$ cat config.mk
export PLATFORM = sky130hd
export DESIGN_NAME = dmem_responder
export DESIGN_NICKNAME = d
export VERILOG_FILES = /design/src/rtl/dmem_responder.sv
export SDC_FILE = /design/constraint.sdc
export NUM_CORES = 2
export LEC_CHECK = 0
export ABC_AREA = 1
export CORE_AREA = 2 2 400 402
export DETAILED_ROUTE_END_ITERATION = 12
export DIE_AREA = 0 0 402 404
export HOLD_SLACK_MARGIN = 0.06
export PLACE_DENSITY = 0.71
export SLEW_MARGIN = 10
export SYNTH_ARGS = -nofsm -noshare
export SYNTH_HDL_FRONTEND = slang
export SYNTH_SLANG_ARGS = --single-unit
$ cat constraint.sdc
create_clock -name clk -period 28.4 [get_ports clk]
set_input_delay 7.1 -clock clk [delete_from_list [all_inputs] [get_ports clk]]
set_output_delay 7.1 -clock clk [all_outputs]
set_load 0.02 [all_outputs]
$ cat src/rtl/dmem_responder.sv
// dmem_responder: data-memory responder with a fixed number of wait states.
// It accepts one read or write at a time over a valid/ready handshake and
// services it from an internal DEPTH x DATA_W register array. Each access
// ends with a single-cycle response pulse.
//
// Optional feature: define DMEM_RANGE_CHECK_EN to flag any request with
// req_addr >= DEPTH. Such a request still completes with normal latency, but
// it does not write the array, returns zero read data and raises resp_err.
// Without the macro, addresses wrap modulo DEPTH and resp_err is tied to 0.
//
// Ports:
//   clk, resetBar              clock (rising edge), async active-low reset
//   req_valid / req_ready      request handshake
//   req_wren, req_addr,        request: 1 = write, word address,
//   req_wdata                  and write data
//   resp_valid                 one-cycle response pulse
//   resp_rdata                 read data (the written data for writes)
//   resp_err                   out-of-range flag (range-check build only)
//   busy                       a transaction is in flight
module dmem_responder #(
  parameter int unsigned ADDR_W      = 8,
  parameter int unsigned DATA_W      = 8,
  parameter int unsigned DEPTH       = 256,
  parameter int unsigned WAIT_CYCLES = 2
) (
  input  logic              clk,
  input  logic              resetBar,
  input  logic              req_valid,
  output logic              req_ready,
  input  logic              req_wren,
  input  logic [ADDR_W-1:0] req_addr,
  input  logic [DATA_W-1:0] req_wdata,
  output logic              resp_valid,
  output logic [DATA_W-1:0] resp_rdata,
  output logic              resp_err,
  output logic              busy
);

  localparam int unsigned IDX_W = (DEPTH > 1) ? $clog2(DEPTH) : 1;
  localparam int unsigned CNT_W = 4;

  typedef enum logic [1:0] {ST_IDLE, ST_WAIT, ST_RESP} state_t;

  state_t            state;
  logic [CNT_W-1:0]  cnt;
  logic              wren_q;
  logic [ADDR_W-1:0] addr_q;
  logic [DATA_W-1:0] wdata_q;
  logic [DATA_W-1:0] mem [DEPTH];

  logic              accept_c;
  logic              access_c;
  logic              acc_wren_c;
  logic [ADDR_W-1:0] acc_addr_c;
  logic [DATA_W-1:0] acc_wdata_c;
  logic [IDX_W-1:0]  idx_c;
  logic              oob_c;
  logic              mem_we_c;

  // Access edge decode: with zero wait states the access happens on the
  // acceptance edge itself, so it uses the live request rather than the
  // latched copy.
  always_comb begin
    accept_c    = (state == ST_IDLE) && req_valid;
    access_c    = ((state == ST_WAIT) && (cnt == '0)) ||
                  (accept_c && (WAIT_CYCLES == 0));
    acc_wren_c  = (state == ST_IDLE) ? req_wren  : wren_q;
    acc_addr_c  = (state == ST_IDLE) ? req_addr  : addr_q;
    acc_wdata_c = (state == ST_IDLE) ? req_wdata : wdata_q;
    idx_c       = acc_addr_c[IDX_W-1:0];
    oob_c       = 1'b0;
`ifdef DMEM_RANGE_CHECK_EN
    oob_c       = ({1'b0, acc_addr_c} >= (ADDR_W+1)'(DEPTH));
`endif
    mem_we_c    = access_c && acc_wren_c && !oob_c;
  end

  // Storage array. It is not reset; an abandoned write never reaches it
  // because reset forces the FSM back to idle first.
  always_ff @(posedge clk) begin
    if (mem_we_c) mem[idx_c] <= acc_wdata_c;
  end

`ifdef DMEM_RANGE_CHECK_EN
  logic err_q;
  assign resp_err = err_q;
`else
  assign resp_err = 1'b0;
`endif

  // Transaction FSM; all handshake and response outputs are registered.
  always_ff @(posedge clk or negedge resetBar) begin
    if (!resetBar) begin
      state      <= ST_IDLE;
      cnt        <= '0;
      wren_q     <= 1'b0;
      addr_q     <= '0;
      wdata_q    <= '0;
      req_ready  <= 1'b1;
      resp_valid <= 1'b0;
      resp_rdata <= '0;
      busy       <= 1'b0;
`ifdef DMEM_RANGE_CHECK_EN
      err_q      <= 1'b0;
`endif
    end else begin
      case (state)
        ST_IDLE: begin
          if (accept_c) begin
            wren_q    <= req_wren;
            addr_q    <= req_addr;
            wdata_q   <= req_wdata;
            req_ready <= 1'b0;
            busy      <= 1'b1;
            if (WAIT_CYCLES == 0) begin
              state      <= ST_RESP;
              resp_valid <= 1'b1;
            end else begin
              state <= ST_WAIT;
              cnt   <= CNT_W'(WAIT_CYCLES - 1);
            end
          end
        end
        ST_WAIT: begin
          if (cnt == '0) begin
            state      <= ST_RESP;
            resp_valid <= 1'b1;
          end else begin
            cnt <= cnt - CNT_W'(1);
          end
        end
        ST_RESP: begin
          state      <= ST_IDLE;
          resp_valid <= 1'b0;
          req_ready  <= 1'b1;
          busy       <= 1'b0;
`ifdef DMEM_RANGE_CHECK_EN
          err_q      <= 1'b0;
`endif
        end
        default: state <= ST_IDLE;
      endcase

      // Response data is captured on the access edge and then held
      // until the next access.
      if (access_c) begin
        if (oob_c)           resp_rdata <= '0;
        else if (acc_wren_c) resp_rdata <= acc_wdata_c;
        else                 resp_rdata <= mem[idx_c];
`ifdef DMEM_RANGE_CHECK_EN
        err_q <= oob_c;
`endif
      end
    end
  end

endmodule

; ---- Word-level counts from Yosys, hierarchy flattened
; Memories as Yosys holds them, arrays and structs flattened. A register that Yosys moved wholly into a read port is not among the register bits.
; Cells that the tools add are included.
[word_totals]
regBits = 26
latchBits = 0
ram_bits = 2048
rom_bits = 0
inputBits = 20
out_inout_bits = 12
word_cells = 46
mem_count = 1
[op_classes]
addsub = 1
mul = 0
div_mod_pow = 0
order_cmp = 0
eq_ne = 5
shift = 0
muxes = 17
bitwise = 0
n_reduce_logical = 14
[memory_table]
columns = name, words, width, rd, rd_ports_with_merged_regs, wr, line
row1 = mem, 256, 8, 1, 1, 1, 49  ; logic [DATA_W-1:0] mem [DEPTH];
[ops]
columns = cell, count
row1 = two-way mux 8 bit, 2
row2 = two-way mux 4 bit, 2
row3 = one-hot mux 4 bit (2 select lines), 1
row4 = AND reduction 2 bit, 4
row5 = two-way mux 1 bit, 6
row6 = one-hot mux 1 bit (2 select lines), 3
row7 = nonzero test 2 bit, 3
row8 = logical NOT 4 bit, 1
row9 = two-way mux 2 bit, 2
row10 = "!= test 2 bit, second input constant", 2
row11 = one-hot mux 2 bit (2 select lines), 1
row12 = "subtractor 4 x 1 -> 4 bit, second input constant", 1
row13 = logical AND 1 bit, 3
row14 = AND reduction 3 bit, 1
row15 = "== test 2 x 1 -> 1 bit, second input constant", 1
row16 = "== test 2 bit, second input constant", 1
row17 = logical NOT 2 bit, 1
row18 = "!= test 2 x 1 -> 1 bit, second input constant", 1
row19 = logical NOT 1 bit, 1

; ---- Longest topological paths before layout
[depth]
depth_word = 5
depth_mapped = 21
mapped_depth_nobuf = 18

; ---- Least setup slack after synthesis
; OpenSTA, ideal clock, no wires.
[synth_path]
path_kind = input to register
from = input port req_wdata[0]
to = memory mem[0][0], data pin
setup_time_ps = 2196
arrival_time_ps = 17082
setup_slack_ps = 9122
path_stages = 2
path_buffers = 0
cell_sequence = inv_1 -> o21ai_0
[synth_via]
elab_chain_len = 1
[synth_lines]
columns = element, line
row1 = from (decl), 32  ; input logic [DATA_W-1:0] req_wdata,
row2 = two-way mux 8 bit, 69  ; acc_wdata_c = (state == ST_IDLE) ? req_wdata : wdata_q;
row3 = net acc_wdata_c[0], 55  ; logic [DATA_W-1:0] acc_wdata_c;
row4 = to (decl), 49
; The timed path passes the listed nets, and every way through them passes these cells.

; ---- Final worst setup path
[layout_path]
from = input port req_addr[0]
to = register resp_rdata[2] (read register of mem)
[layout_via]
elab_chain_len = 1
[layout_lines]
columns = element, line
row1 = from (decl), 31  ; input logic [ADDR_W-1:0] req_addr,
row2 = two-way mux 8 bit, 68  ; acc_addr_c = (state == ST_IDLE) ? req_addr : addr_q;
row3 = to (decl), 34  ; output logic [DATA_W-1:0] resp_rdata,
; No other way between the ends.
; A chain may end at the register's enable or synchronous reset.

==> flow_metrics.tcl <==
set metrics [dict create \
    io_pins 32 \
    worst_pin_slew_ns 1.19 \
    cp_slowest_stage_delay_ns 0.83 \
    start_util_pct 55.6 \
    hold_buffers 0 \
    synthTopCellsByArea "edfxtp_1 (70%), nand2_1 (21%), nor2_1 (2.5%)" \
    ys_warn_count 0 \
    crit_path_top_delay_cell "buf_4" \
    status "completed" \
    core_um2 158000 \
    grt_max_degree 211 \
    place.gp.congestion 0.939 \
    finalClockSkew_ns 0.0295 \
    cts.sinks 2082 \
    vias_per_cell 5.69 \
    grt_use_total_pct 29.5 \
    period_needed_ns 11.81 \
    cts_tree "built" \
    nNetsFinal 8439 \
    n_fill_cell 12600 \
    slew_viol_final 0 \
    yosysTopAreaCell "edfxtp_1" \
    wl_per_cell_um 22.6 \
    area_delta_synth_final_pct 8.82 \
    grt_pass1_vias 57900 \
    multi_input_area_um2 23200 \
    placement.io_buffers 30 \
    p_leak_nw 38.3 \
    crit_required_ns 29.16 \
    grt_pass1_wl_um 359000 \
    path_cells "clkdlybuf4s50_1, nand2_8, nand2_8, nor2_4, buf_4, buf_4, buf_4, nand2_1, nand3_1, nand2_1, nand2_1, nor2_1, nor2_1, nor2_1, nand2_1, nand2_1, nand2_1, o21bai_1, nand2_1" \
    finalPower_mw 11.6 \
    syn_avg_cell_area_um2 10.3 \
    worst-path-max-fanout 101 \
    antenna_found_initial 7 \
    hold_viol 0 \
    antenna_left 0 \
    die-height_um 404 \
    clockBufferDepth 3 \
    fin_setup_tns_ns 0 \
    cts_resized 0 \
    ys_types 30 \
    vias 60600 \
    drt_first_pass_iters 8 \
    synthCells 8550 \
    ys_seq_area_share_pct 71.0 \
    fp-row-count 146 \
    hpwl_um 134000 \
    die_x_um 402 \
    ys_ff_latch 2082 \
    regArea_um2 62400 \
    drive_gt1_share_pct 4.61 \
    crit_top_cell "nand2_1" \
    pre_cts_ws_ns 15.88 \
    crit_type "input port to flop" \
    hold-worst-slack_ns 0.465 \
    rsz0062_at_grt "no" \
    worst_slack_ns 16.59 \
    worst_hold_path_type "flop to flop" \
    post-route-period-util_pct 41.6 \
    end_kind "flop" \
    synth_top_area_share_pct 70.0 \
    netlist_area_um2 87800 \
    cts-root-buf "clkbuf_16" \
    fmax_mhz 84.6 \
    grt-ovfl-total 0 \
    die_area_um2 162000 \
    drc 0 \
    relSlewSlack_pct 20.6 \
    cts_post_setup_buffers_inserted 0 \
    synthesis.nets 8572 \
    numCtsBuffers 201 \
    clk_pin_slew_ns 0.06 \
    irDropWorstVdd_mv 0.145 \
    htreeDepth 4 \
    powerDensity_nw_per_um2 121 \
    clk_latency_ns 0.82 \
    cp.arrival_ns 12.57 \
    max-cap-violations 0 \
    first_iter_violations 7721 \
    start_kind "input port" \
    routed_wl_um 241000 \
    setup_viol 0 \
]
## per-layer routing
layer  part of all wire (%)  track usage [%]  wire (um)  up-vias
met4                    4.6             12.4      11100        8
met1                     38             39.8      92000    28800
met3                     12             7.79      29300      590
li1                       -                -          -    27700
met2                     45             45.6     108000     3449
met5                  0.023                0         55        -
## cell families after synthesis
family	Yosys count	synth area share [%]
and+or+nand+nor	5854	25.7
buffers and inverters	529	2.79
AOI/OAI and AO/OA	82	0.507
adders and majority gates	2	0.0285
DFF	2082	71.0
other	1	0.00427
## final timing paths
path                              from       endpoint  slack [ns]  cells after the start
min in group asynchronous     resetBar         wren_q        6.41                      1
min                          req_ready      req_ready        0.47                      2
min reg2reg                  req_ready      req_ready        0.47                      2
max in group asynchronous     resetBar  resp_rdata[2]       21.42                      1
max reg2reg                   state[1]  resp_rdata[2]       22.52                     20
max                        req_addr[0]  resp_rdata[2]       16.59                     19
## synthesized netlist by cell type, drive strengths merged
master,count
dfrtp,33
ha,2
inv,69
nand4,1
o21bai,8
clkinv,2
o21ai,65
edfxtp,2048
nand2,4880
nor3,4
dfstp,1
buf,315
conb,1
a21oi,9
nor2,582
clkbuf,143
nand3,387
## worst max-delay path, delay by kind of cell
family / cells / cell delay [ns]
AO/OA/AOI/OAI: 1 / 0.13
buffers and inverters: 4 / 2.49
AND/OR/NAND/NOR: 14 / 2.63
## power by group
part           total, mW  switching [mW]  internal, mW  leakage, nW
Clock               2.51            1.12          1.38         2.97
Combinational       5.02            3.97          1.06         16.4
Sequential          4.05          0.0197          4.03         18.9
Total               11.6            5.11          6.47         38.3
## placed cells by master, fill, tap and decap left out, types with 2 or more instances in the layout
| cell type | synthesis | layout |
|---|---|---|
| a21oi_1 | 9 | 9 |
| nor2_1 | 575 | 571 |
| bufinv_16 | 0 | 6 |
| nand2_1 | 4873 | 4872 |
| clkbuf_1 | 143 | 58 |
| nor2_4 | 2 | 6 |
| nor3_1 | 4 | 3 |
| buf_12 | 0 | 10 |
| dfrtp_1 | 33 | 33 |
| clkinvlp_4 | 0 | 3 |
| clkdlybuf4s50_1 | 0 | 29 |
| inv_1 | 64 | 63 |
| o21ai_4 | 1 | 8 |
| nand2_4 | 4 | 3 |
| o21ai_1 | 18 | 18 |
| o21bai_1 | 8 | 8 |
| nand2_8 | 0 | 4 |
| clkbuf_8 | 0 | 3 |
| clkinv_2 | 0 | 40 |
| inv_6 | 0 | 6 |
| inv_2 | 4 | 4 |
| ha_1 | 2 | 2 |
| edfxtp_1 | 2048 | 2048 |
| clkinv_1 | 2 | 39 |
| o21ai_0 | 45 | 38 |
| clkinv_8 | 0 | 3 |
| nand3_1 | 387 | 387 |
| nor2_2 | 4 | 4 |
| buf_4 | 24 | 82 |
| clkbuf_16 | 0 | 205 |
## sequential cells by signal, summed over array words and instances (netlist names), 2 cells and up
| register | flops |
|---|---|
| cnt | 4 |
| addr_q | 8 |
| wdata_q | 8 |
| mem | 2048 |
| state | 2 |
| resp_rdata | 8 |
## final cells by class
type / count / area share (%)
sequential: 2082 / 65.2
multi-input combinational: 5939 / 24.3
clock buffer: 266 / 5.64
tap: 2072 / 2.71
timing repair buffer: 122 / 1.16
clock inverter: 95 / 0.677
inverter: 71 / 0.300
antenna: 1 / 0.00262
## stage by stage
| stage | utilization [%] | std cells | area [um2] |
|---|---|---|---|
| floorplan | - | 8550 | 87800 |
| detailed placement | 56.7 | 10300 | 89500 |
| global route | 60.5 | 10600 | 95600 |
| finish | 60.5 | 10600 | 95600 |
| global placement | 56.7 | 10300 | 89500 |
| CTS | 60.5 | 10600 | 95600 |
(Power assumes the default switching activity.)
